**src/rtl/song_pkg.sv**
```systemverilog
// Shared types and constants for the song sequencer: note masks, ROM entry layout,
// FSM state encoding and a built-in demo song used when no song image is supplied.
package song_pkg;

    localparam logic [7:0] NOTE_C  = 8'h01;
    localparam logic [7:0] NOTE_D  = 8'h02;
    localparam logic [7:0] NOTE_E  = 8'h04;
    localparam logic [7:0] NOTE_F  = 8'h08;
    localparam logic [7:0] NOTE_G  = 8'h10;
    localparam logic [7:0] NOTE_A  = 8'h20;
    localparam logic [7:0] NOTE_B  = 8'h40;
    localparam logic [7:0] NOTE_C2 = 8'h80;

    localparam logic [7:0] DUR_END = 8'd0;

    typedef struct packed {
        logic [7:0] mask;
        logic [7:0] dur;
    } song_entry_t;

    typedef enum logic [2:0] {
        ST_IDLE,
        ST_LOAD,
        ST_PLAY,
        ST_GAP,
        ST_DONE
    } state_t;

    function automatic logic [15:0] make_entry(input logic [7:0] mask, input logic [7:0] dur);
        return {mask, dur};
    endfunction

    // Ascending scale; entry 0 sits in the low 16 bits, zero fill above acts as the end marker.
    localparam logic [127:0] DEMO_SONG = {
        make_entry(NOTE_C2, 8'd4), make_entry(NOTE_B, 8'd2),
        make_entry(NOTE_A,  8'd2), make_entry(NOTE_G, 8'd2),
        make_entry(NOTE_F,  8'd2), make_entry(NOTE_E, 8'd2),
        make_entry(NOTE_D,  8'd2), make_entry(NOTE_C, 8'd2)
    };

endpackage

```
**src/rtl/song_rom.sv**
```systemverilog
// Song ROM with registered read; the contents come from a packed parameter image
// (entry i at bits [16*i +: 16]) so each build can bake in its own song.
module song_rom #(
    parameter int                      SONG_LEN  = 64,
    parameter int                      ADDR_W    = 6,
    parameter logic [SONG_LEN*16-1:0]  SONG_INIT = '0
) (
    input  logic              clk,
    input  logic [ADDR_W-1:0] addr,
    output logic [15:0]       data
);

    logic [15:0] rom_mem [SONG_LEN];

    genvar gi;
    generate
        for (gi = 0; gi < SONG_LEN; gi++) begin : g_entry
            assign rom_mem[gi] = SONG_INIT[gi*16 +: 16];
        end
    endgenerate

    always_ff @(posedge clk) begin
        data <= rom_mem[addr];
    end

endmodule

```
**src/rtl/song_sequencer.sv**
```systemverilog
// Song sequencer: walks the song ROM and drives the tone bank note lines, with a
// silent articulation gap between notes plus start/stop/pause/loop control.
module song_sequencer
    import song_pkg::*;
#(
    parameter int                      TICK_CYCLES = 3_125_000,
    parameter int                      GAP_TICKS   = 1,
    parameter int                      SONG_LEN    = 64,
    parameter int                      ADDR_W      = 6,
    parameter logic [SONG_LEN*16-1:0]  SONG_INIT   = (SONG_LEN*16)'(DEMO_SONG)
) (
    input  logic              clk,
    input  logic              rst,
    input  logic              start,
    input  logic              stop,
    input  logic              pause,
    input  logic              loop_en,
    output logic [7:0]        line,
    output logic              playing,
    output logic              done,
    output logic [ADDR_W-1:0] note_idx
);

    localparam int PRESC_W = $clog2(TICK_CYCLES);
    localparam int GAP_W   = (GAP_TICKS > 1) ? $clog2(GAP_TICKS + 1) : 1;
    localparam logic [PRESC_W-1:0] PRESC_LAST = PRESC_W'(TICK_CYCLES - 1);

    state_t              state_reg;
    logic [ADDR_W-1:0]   note_idx_reg;
    logic [PRESC_W-1:0]  presc_reg;
    logic [7:0]          dur_reg;
    logic [GAP_W-1:0]    gap_reg;
    logic [7:0]          mask_reg;
    logic [7:0]          line_reg;
    logic                load_wait_reg;
    logic                playing_reg;
    logic                done_reg;

    logic [15:0]         rom_data;
    song_entry_t         rom_entry;
    logic                counting;
    logic                tick;
    logic                last_idx;
    logic                note_finish;

    song_rom #(
        .SONG_LEN  (SONG_LEN),
        .ADDR_W    (ADDR_W),
        .SONG_INIT (SONG_INIT)
    ) u_rom (
        .clk  (clk),
        .addr (note_idx_reg),
        .data (rom_data)
    );

    assign rom_entry = song_entry_t'(rom_data);
    assign counting  = ((state_reg == ST_PLAY) || (state_reg == ST_GAP)) && !pause;
    assign tick      = counting && (presc_reg == PRESC_LAST);
    assign last_idx  = (note_idx_reg == ADDR_W'(SONG_LEN - 1));

    // Last tick of a note's silent tail (or of the note itself when legato).
    assign note_finish = tick &&
        (((state_reg == ST_PLAY) && (dur_reg == 8'd1) && (GAP_TICKS == 0)) ||
         ((state_reg == ST_GAP) && (gap_reg <= GAP_W'(1))));

    always_ff @(posedge clk) begin
        if (rst || stop) begin
            state_reg     <= ST_IDLE;
            note_idx_reg  <= '0;
            presc_reg     <= '0;
            dur_reg       <= '0;
            gap_reg       <= '0;
            mask_reg      <= '0;
            line_reg      <= '0;
            load_wait_reg <= 1'b0;
            playing_reg   <= 1'b0;
            done_reg      <= 1'b0;
        end else begin
            if (counting) begin
                presc_reg <= tick ? '0 : presc_reg + 1'b1;
            end

            case (state_reg)
                ST_IDLE, ST_DONE: begin
                    if (start) begin
                        state_reg     <= ST_LOAD;
                        note_idx_reg  <= '0;
                        presc_reg     <= '0;
                        load_wait_reg <= 1'b1;
                        playing_reg   <= 1'b1;
                        done_reg      <= 1'b0;
                        line_reg      <= '0;
                    end
                end

                // First LOAD cycle only lets the ROM catch up with the new address.
                ST_LOAD: begin
                    if (!pause) begin
                        if (load_wait_reg) begin
                            load_wait_reg <= 1'b0;
                        end else if (rom_entry.dur == DUR_END) begin
                            if (loop_en) begin
                                note_idx_reg  <= '0;
                                load_wait_reg <= 1'b1;
                            end else begin
                                state_reg   <= ST_DONE;
                                playing_reg <= 1'b0;
                                done_reg    <= 1'b1;
                            end
                        end else begin
                            state_reg <= ST_PLAY;
                            dur_reg   <= rom_entry.dur;
                            mask_reg  <= rom_entry.mask;
                            line_reg  <= rom_entry.mask;
                        end
                    end
                end

                ST_PLAY: begin
                    if (pause) begin
                        line_reg <= '0;
                    end else begin
                        line_reg <= mask_reg;
                        if (tick) begin
                            if (dur_reg > 8'd1) begin
                                dur_reg <= dur_reg - 8'd1;
                            end else begin
                                dur_reg  <= '0;
                                line_reg <= '0;
                                if (GAP_TICKS != 0) begin
                                    state_reg <= ST_GAP;
                                    gap_reg   <= GAP_W'(GAP_TICKS);
                                end
                            end
                        end
                    end
                end

                ST_GAP: begin
                    if (tick && (gap_reg > GAP_W'(1))) begin
                        gap_reg <= gap_reg - 1'b1;
                    end
                end

                default: begin
                    state_reg <= ST_IDLE;
                end
            endcase

            if (note_finish) begin
                if (last_idx) begin
                    if (loop_en) begin
                        state_reg     <= ST_LOAD;
                        note_idx_reg  <= '0;
                        presc_reg     <= '0;
                        load_wait_reg <= 1'b1;
                    end else begin
                        state_reg   <= ST_DONE;
                        playing_reg <= 1'b0;
                        done_reg    <= 1'b1;
                    end
                end else begin
                    state_reg     <= ST_LOAD;
                    note_idx_reg  <= note_idx_reg + 1'b1;
                    presc_reg     <= '0;
                    load_wait_reg <= 1'b1;
                end
            end
        end
    end

    assign line     = line_reg;
    assign playing  = playing_reg;
    assign done     = done_reg;
    assign note_idx = note_idx_reg;

endmodule

```
**config.mk**
```make
export PLATFORM = sky130hd
export DESIGN_NAME = song_sequencer
export DESIGN_NICKNAME = d
export VERILOG_FILES = /design/src/rtl/song_pkg.sv /design/src/rtl/song_rom.sv /design/src/rtl/song_sequencer.sv
export SDC_FILE = /design/constraint.sdc
export NUM_CORES = 1
export LEC_CHECK = 0
export ABC_AREA = 1
export BUFFER_PORTS_ARGS = -buffer_cell sky130_fd_sc_hd__buf_2
export CAP_MARGIN = 40
export CORE_AREA = 2 2 103 105
export CTS_CLUSTER_DIAMETER = 200
export DETAILED_ROUTE_END_ITERATION = 12
export DIE_AREA = 0 0 105 107
export PLACE_DENSITY = 0.58
export REMOVE_ABC_BUFFERS = 1
export SYNTH_ARGS = -nofsm -noshare
export SYNTH_HDL_FRONTEND = slang
export SYNTH_SLANG_ARGS = --single-unit
```
**constraint.sdc**
```tcl
create_clock -name clk -period 1.4 [get_ports clk]
set_input_delay 0.07 -clock clk [delete_from_list [all_inputs] [get_ports clk]]
set_output_delay 0.07 -clock clk [all_outputs]
set_load 0.03 [all_outputs]
```
==> results of run 1 <==
## area by class of cell
type,count,area [um^2]
Multi-Input combinational cell,368,2380
Sequential cell,67,1370
Clock buffer,9,124
Clock inverter,7,100
Fill cell,947,4610
Tap cell,136,170
Timing Repair Buffer,137,1050
Inverter,73,285
Timing Repair inverter,1,8.76
## per-stage QoR
stage / hold slack, ns / setup TNS [ns]
after CTS: 0.116 / -4.41
after global placement: 0.455 / -8.83
after detailed placement: 0.465 / -10.62
final: 0.136 / -6.76
after global routing: 0.123 / -12.56
after floorplan: 0.270 / -9.62
## worst paths after layout
| kind | from | to | cells past startpoint |
|---|---|---|---|
| max | presc_reg[0] | note_idx[3] | 9 |
| min | rst | state_reg[2] | 5 |
| max reg2reg | presc_reg[0] | note_idx[3] | 9 |
| min reg2reg | mask_reg[7] | mask_reg[7] | 2 |
## synthesized netlist by cell type (3+ instances only)
cell type,count,area share
xor2_1,5,0.013
nor3_1,15,0.022
nand3_1,36,0.052
nand2_1,102,0.11
a21oi_1,37,0.053
nor3_2,3,0.0086
clkbuf_1,3,0.0032
nor2_2,7,0.013
inv_1,67,0.072
ha_1,5,0.018
dfxtp_1,67,0.38
o21ai_0,17,0.024
nand2_2,4,0.0072
buf_2,3,0.0043
nor2_1,92,0.099
nand4_1,17,0.030
inv_2,6,0.0065
nor4_1,4,0.0072
## worst reg2reg max path, delay by kind of cell (launching register included)
kind                     cells  cell delay (ns)
buffers and inverters        2             0.27
AO/OA/AOI/OAI                1             0.05
adder cells (fa/ha/maj)      1             0.16
AND/OR/NAND/NOR              5             0.63
flip-flops                   1             0.38
## kinds of logic after synthesis
family,count (synthesis)
flops,67
fa+ha+maj,5
xor+xnor,7
buf+inv,81
simple gates,289
mux,1
compound gates,66
## repair_timing
item / 4_1_cts / 5_1_grt
hold buffers: 0 / 0
resized for setup: 107 / 87
pin swaps: 42 / 40
gates cloned: 2 / 0
setup endpoints to repair: 51 / 58
buffers inserted: 11 / 6
## per-layer routing
| layer | global-route usage | vias up | wire (um) |
|---|---|---|---|
| li1 | - | 1965 | - |
| met2 | 0.305 | 61 | 4920 |
| met1 | 0.249 | 1786 | 4770 |
| met3 | 0.0347 | 10 | 347 |
| met5 | 0 | - | 0 |
| met4 | 0.0571 | 0 | 120 |
## power by group
| group | internal, mW | switching [mW] |
|---|---|---|
| combinational | 0.378 | 0.526 |
| sequential | 1.94 | 0.0249 |
| clock | 1.02 | 0.830 |
==> results.yml, run 1 <==
logic_synthesis:
  synth_cell_type_count: 39
  synth_top_family_by_area: "simple AND/OR/NAND/NOR gates"
  synth_seq_area_share: 0.385
  synthArstFlopShare: 0
  synth_edf_count: 0
  synth_area_um2: 3490
  ys_warn_count: 0
  synth_adder_area_share: 0.0179
  synth_compound_area_frac: 0.106
  syn_inst: 516
  yosys_register_bits: 67
  synth_xor_area_frac: 0.0176
  syn_area_per_cell_um2: 6.76
  synth_ff_type: "dfxtp_1"
  synthSimpleGateAreaFrac: 0.379
  synth_mux_area_frac: 0.00287
final_layout:
  drive_gt1_frac: 0.471
  design_area_um2: 5480
  final_common_cell: "buf_4"
  utilization: 0.543
  final_cell_mix: "103 x buf_4, 74 x nand2_1, 68 x nor2_1"
  largest_reg_flops: 22
  syn_to_final_growth_pct: 57.1
  antenna_cells: 0
  nets: 668
  final_cells: 798
worst_setup_path:
  r2r_slack_ns: -0.20
  crit_buf_inv: 2
  critPathArrivalTime_ns: 1.81
  crit_family: "simple AND/OR/NAND/NOR gates"
  worst_setup_path_start_kind: "flop"
  crit_type: "flop to flop"
  critPathMaxFanout: 3
  end_kind: "flop"
  slowest_stage: "dfxtp_4"
  crit_top_cell: "nand4_1"
  slowest_delay_ns: 0.38
  cp_cell_sequence: "ha_4 -> nand2_4 -> inv_2 -> nand4_1 -> nor2_4 -> nand4_1 -> buf_4 -> nand3_2 -> a21oi_2"
  cp.required_ns: 1.62
floorplan:
  die_h_um: 107
  coreArea_um2: 10100
  io_pins: 22
  initial_core_util: 0.346
  fp.dieArea_um2: 11200
  fp.dieW_um: 105
  rows: 37
flow_run:
  drv_cap: 0
power:
  leakage_nw: 2.34
  totalPowerFinal_mw: 4.71
  peakVddDrop_mv: 0.721
  p_per_area_nw_per_um2: 860
timing:
  worstMarginPinSlew_ns: 0.472
  grt_setup_unrepaired: "true"
  finalHoldViolCount: 0
  max_freq_mhz: 626
  fin_crit_ns: 1.60
  maxSlewViolCount: 0
  relSlewSlack: 0.685
  post-route-period-util: 1.14
  clock-skew-final_ns: 0.0137
  setup_viol: 55
  finalWorstSetupSlack_ns: -0.197
detailed_routing:
  firstDrtPassIters: 4
  routed_wl_mm: 10.2
  via_count: 3822
  drtIter0Drc: 221
  ant_nets: 0
  routedWlPerCell_um: 12.7
  viasPerCell: 4.79
  drc: 0
grt:
  antenna_found_initial: 0
  overflow: 0
  grt_pass1_vias: 3665
  grtUsageTotal: 0.186
  grt_max_degree: 22
  grt_pass1_wl_mm: 17.0
clocking:
  clk_pin_slew_ns: 0.08
  cts_sinks: 67
  htree_levels: 3
  cts_root_buffer: "clkbuf_8"
  clockBufferDepth: 2
  cts_buffers: 9
  cts_tree: "built"
  worstSkewPairLatency_ns: 0.35
status:
  status: "finished, violations left"
  violations: "negative setup slack"
place:
  pre_cts_slack_ns: -0.291
  placedInstanceArea_um2: 4470
  dp_hpwl_mm: 7.05
  numPlacedInstances: 763
  portBuffers: 21
  gp_congestion: 0.834
min_path:
  hp-class: "input pin to flop"
Note: power is estimated with default switching activity, not from simulation.
==> inputs of run 2 (changes only) <==
CTS_CLUSTER_DIAMETER = not set   (was 200)
SETUP_SLACK_MARGIN = 0.15   (was not set)
==> run 2 against run 1 <==
Compared with the run above: clock skew up 0.0022 ns; utilization up 0.79 points; combinational power up 0.8%; global-route usage up 0.090 points; critical path depth unchanged; largest cell class unchanged; cell area up 1.5%; non-clock buffer count up 3; the run still ends with negative setup slack left; flip-flop and latch count unchanged; highest routed layer unchanged; clock power about the same; clock-buffer cell count unchanged; sequential power about the same.
==> results.yml, run 2 (synthesized netlist as in run 1, its figures left out) <==
clocking:
  cts_hold_buf: 0
  htree_levels: 3
  worstSkewPairLatency_ns: 0.35
  cts_root_buffer: "clkbuf_8"
  clk_pin_slew_ns: 0.08
  cts_tree: "built"
  cts_sinks: 67
  clockBufferDepth: 2
  cts_buffers: 9
worst_setup_path:
  crit_family: "simple AND/OR/NAND/NOR gates"
  crit_type: "flop to flop"
  end_kind: "flop"
  cp_cell_sequence: "ha_4 -> nand2_4 -> inv_2 -> nand4_1 -> nor2_4 -> nand4_1 -> buf_4 -> nand3_2 -> a21oi_2"
  crit_buf_inv: 2
  critPathArrivalTime_ns: 1.82
  slowest_delay_ns: 0.38
  slowest_stage: "dfxtp_4"
  worst_setup_path_start_kind: "flop"
  crit_top_cell: "nand4_1"
  cp.required_ns: 1.61
  critPathMaxFanout: 3
final_layout:
  fillers: 928
  largest_reg_flops: 22
  final_cell_mix: "105 x buf_4, 70 x nand2_1, 66 x nor2_1"
  design_area_um2: 5560
  nets: 671
  final_cells: 801
  antenna_cells: 0
  final_common_cell: "buf_4"
  syn_to_final_growth_pct: 59.4
  drive_gt1_frac: 0.486
  utilization: 0.551
detailed_routing:
  ant_nets: 0
  firstDrtPassIters: 4
  via_count: 3832
  drc: 0
  routed_wl_mm: 10.3
  drtIter0Drc: 198
  routedWlPerCell_um: 12.9
  viasPerCell: 4.78
power:
  peakVddDrop_mv: 0.723
  pwr-share-clk: 0.391
  power.share.sequential: 0.416
  intPower_mw: 3.33
  p_per_area_nw_per_um2: 850
  leakage_nw: 2.38
  pwr-share-comb: 0.193
  swShare: 0.294
  switchingPower_mw: 1.39
floorplan:
  coreArea_um2: 10100
  rows: 37
  fp.dieW_um: 105
  initial_core_util: 0.346
  die_h_um: 107
  io_pins: 22
  fp.dieArea_um2: 11200
timing:
  max_freq_mhz: 622
  relSlewSlack: 0.678
  holdWs_ns: 0.130
  setup_viol: 57
  post-route-period-util: 1.15
  finalHoldViolCount: 0
  clock-skew-final_ns: 0.0160
  worstMarginPinSlew_ns: 0.483
  fin_crit_ns: 1.61
  maxSlewViolCount: 0
  finalWorstSetupSlack_ns: -0.208
  grt_setup_unrepaired: "true"
min_path:
  hp-class: "input pin to flop"
grt:
  antenna_found_initial: 0
  overflow: 0
  grtUsageTotal: 0.187
  grt_pass1_vias: 3682
  grt_max_degree: 22
  grt_pass1_wl_mm: 17.1
flow_run:
  drv_cap: 0
place:
  numPlacedInstances: 763
  dp_hpwl_mm: 7.05
  placedInstanceArea_um2: 4470
  gp_congestion: 0.834
  portBuffers: 21
status:
  violations: "negative setup slack"
  status: "finished, violations left"
## run 2: per-layer routing
metal | GRT usage | wire length, um | share of wire
met1 | 0.249 | 4890 | 0.47
met2 | 0.308 | 5000 | 0.48
met3 | 0.0347 | 290 | 0.028
met4 | 0.0562 | 152 | 0.015
met5 | 0 | 0 | 0
## run 2: worst paths after layout
path / startpoint / slack, ns / cells after the start / to
worst min-delay path: rst / 0.13 / 5 / state_reg[2]
worst max-delay path: presc_reg[0] / -0.21 / 9 / note_idx[3]
worst max register to register: presc_reg[0] / -0.21 / 9 / note_idx[3]
worst min register to register: mask_reg[7] / 0.48 / 2 / mask_reg[7]
## run 2: worst min-delay path, stage by stage
cell and delay, ns:
buf_2 0.07, nor2_1 0.03, buf_4 0.16, nand2_1 0.07, nor2_1 0.04
## run 2: final cells by class
type,instances,area (um^2),share of cell area
sequential,67,1370,0.246
multi-input combinational,368,2430,0.436
inverter,73,285,0.0513
timing repair inverter,1,8.76,0.00158
clock inverter,7,100,0.0180
clock buffer,9,124,0.0223
timing repair buffer,140,1080,0.194
tap,136,170,0.0306
## run 2: power groups by stage
stage	clock (mW)	combinational [mW]	sequential [mW]
floorplan	0	0.322	2.04
global placement	0	0.615	2.01
detailed placement	0	0.620	2.01
CTS	1.88	0.773	1.96
global route	1.98	0.983	1.97
finish	1.85	0.912	1.96
## run 2: what timing repair did
action	4_1_cts	5_1_grt
cloned	2	0
setup buffers	11	9
resized for setup	116	94
endpoints found under the setup margin	58	63
pin swaps	44	42
## run 2: through the flow
stage	TNS (ns)	power [mW]	setup slack (ns)
final	-8.33	4.72	-0.208
after global routing	-13.93	4.93	-0.299
after CTS	-4.53	4.61	-0.151
after detailed placement	-10.62	2.63	-0.291
after global placement	-8.83	2.62	-0.291
after floorplan	-9.62	2.36	-0.467
==> inputs of run 3 (changes only) <==
CORE_AREA = 2 2 92 94   (was 2 2 103 105)
DIE_AREA = 0 0 94 96   (was 0 0 105 107)
PLACE_DENSITY = 0.69   (was 0.58)
SLEW_MARGIN = 20   (was not set)
==> run 3 against run 2 <==
Compared with the run above: the run still ends with negative setup slack left; die area down 20%; sequential power about the same; critical path depth down 2; via count up 11%; final cell count decreased by 4.0%; global-route usage up 6.4 points; sequential share of layout area is 0.25 points higher; wire length up 22%; critical endpoint is now note_idx[2]; clock-buffer cell count unchanged; combinational power is essentially flat; register-to-register slack got worse by 0.11 ns.
==> results.yml, run 3 (synthesized netlist as in run 1, its figures left out) <==
worst_setup_path:
  ff2ff_path_depth: 7
  worstSetupStartpoint: "presc_reg[9]"
  cp_cell_sequence: "nand4_1 -> nor3_4 -> nand3_2 -> inv_2 -> buf_4 -> nand3_2 -> a21oi_2"
  crit_type: "flop to flop"
  crit-reg2reg-launch: "presc_reg[9]"
  critPathArrivalTime_ns: 1.99
  slowest_delay_ns: 0.42
  worst_setup_path_start_kind: "flop"
  r2r_slack_ns: -0.32
  r2r-end: "note_idx[2]"
  slowest_stage: "nor3_4"
  critPathMaxFanout: 4
  crit_top_cell: "nand3_2"
  cp.required_ns: 1.68
  end_kind: "flop"
floorplan:
  initial_core_util: 0.433
  die_h_um: 96
  coreArea_um2: 8050
  rows: 33
  io_pins: 22
  fp.dieArea_um2: 9020
  fp.dieW_um: 94
timing:
  finalHoldViolCount: 0
  relSlewSlack: 0.626
  max_freq_mhz: 583
  maxSlewViolCount: 0
  worstMarginPinSlew_ns: 0.561
  grt_setup_unrepaired: "true"
  fin_crit_ns: 1.72
  post-route-period-util: 1.23
  setup_viol: 58
  clock-skew-final_ns: 0.00991
  finalWorstSetupSlack_ns: -0.315
min_path:
  hold_start: "rst"
  whs_endpoint: "dur_reg[0]"
  hp-class: "input pin to flop"
  whs_path_depth: 5
power:
  peakVddDrop_mv: 0.660
  leakage_nw: 2.37
  totalPowerFinal_mw: 4.90
  p_per_area_nw_per_um2: 887
place:
  gp_congestion: 0.921
  dp_hpwl_mm: 6.77
  numPlacedInstances: 724
  portBuffers: 21
status:
  status: "finished, violations left"
  violations: "negative setup slack"
final_layout:
  drive_gt1_frac: 0.470
  final_cells: 769
  nets: 670
  fillers: 562
  final_common_cell: "buf_4"
  largest_reg_flops: 22
  final_cell_mix: "107 x buf_4, 78 x nand2_1, 71 x nor2_1"
  syn_to_final_growth_pct: 58.5
  antenna_cells: 0
clocking:
  clockBufferDepth: 2
  worstSkewPairLatency_ns: 0.35
  htree_levels: 3
  cts_sinks: 67
  clk_pin_slew_ns: 0.08
  cts_buffers: 9
  cts_tree: "built"
  cts_root_buffer: "clkbuf_8"
detailed_routing:
  firstDrtPassIters: 6
  routedWlPerCell_um: 16.4
  routed_wl_mm: 12.6
  via_count: 4252
  drc: 0
  ant_nets: 0
  viasPerCell: 5.53
  drtIter0Drc: 514
grt:
  grt_pass1_wl_mm: 17.9
  grtUsageTotal: 0.251
  overflow: 0
  antenna_found_initial: 0
  grt_pass1_vias: 3878
  grt_max_degree: 28
flow_run:
  drv_cap: 0
-- run 3: cell count changes in the layout (fill, tap and decap cells not counted), moves of 3 or more --
cell	before	now
nand2_1	70	78
buf_6	13	9
nor3_1	8	12
nor3_2	6	3
nand2_2	22	14
nor2_2	22	17
nor2_1	66	71
-- run 3: how the worst max path moves through the flow --
stage	endpoint	slack (ns)	depth (start not counted)
6_report	note_idx[2]	-0.32	7
5_1_grt	presc_reg[10]	-0.38	10
3_5_place_dp	presc_reg[18]	-0.31	8
4_1_cts	dur_reg[5]	-0.18	9
2_1_floorplan	load_wait_reg	-0.47	10
3_3_place_gp	presc_reg[18]	-0.22	9
-- run 3: worst max-delay path, delay by kind of cell (launching register included) --
kind / cells / cell delay [ns]
AND/OR/NAND/NOR: 4 / 0.86
flip-flops: 1 / 0.39
buffers and inverters: 2 / 0.27
AO/OA/AOI/OAI: 1 / 0.14
-- run 3: metal layers --
layer	GRT usage	vias up	routed length [um]
li1	-	1965	-
met1	0.306	1979	5030
met2	0.436	234	6140
met3	0.0431	74	898
met4	0.107	0	586
met5	0	-	0
-- run 3: power by group --
group	switching [mW]	leakage (nW)	internal, mW
logic	0.552	1.70	0.363
clock network	0.826	0.124	1.20
registers	0.0285	0.550	1.94
total	1.41	2.37	3.50
-- run 3: layout make-up --
type	count	area, um^2	share of cell area
Clock inverter	7	125	0.0226
Sequential cell	67	1370	0.248
Clock buffer	9	124	0.0224
Timing Repair Buffer	140	1070	0.194
Multi-Input combinational cell	368	2420	0.437
Tap cell	105	131	0.0238
Inverter	73	285	0.0516
-- run 3: what timing repair did --
item | 4_1_cts | 5_1_grt
buffers inserted | 15 | 13
gates cloned | 1 | 0
setup endpoints to repair | 58 | 60
hold buffers | 0 | 0
gates resized for setup | 103 | 94
pin swaps | 36 | 36
-- run 3: metrics by stage --
stage	cell area, um^2	setup slack, ns	hold slack (ns)	TNS (ns)	utilization
after floorplan	3440	-0.467	0.270	-9.62	-
final	5530	-0.315	0.165	-13.78	0.687
after detailed placement	4380	-0.309	0.471	-10.04	0.544
after global routing	5530	-0.380	0.188	-16.93	0.687
after CTS	5120	-0.180	0.136	-4.82	0.636
after global placement	4380	-0.216	0.453	-7.22	0.544
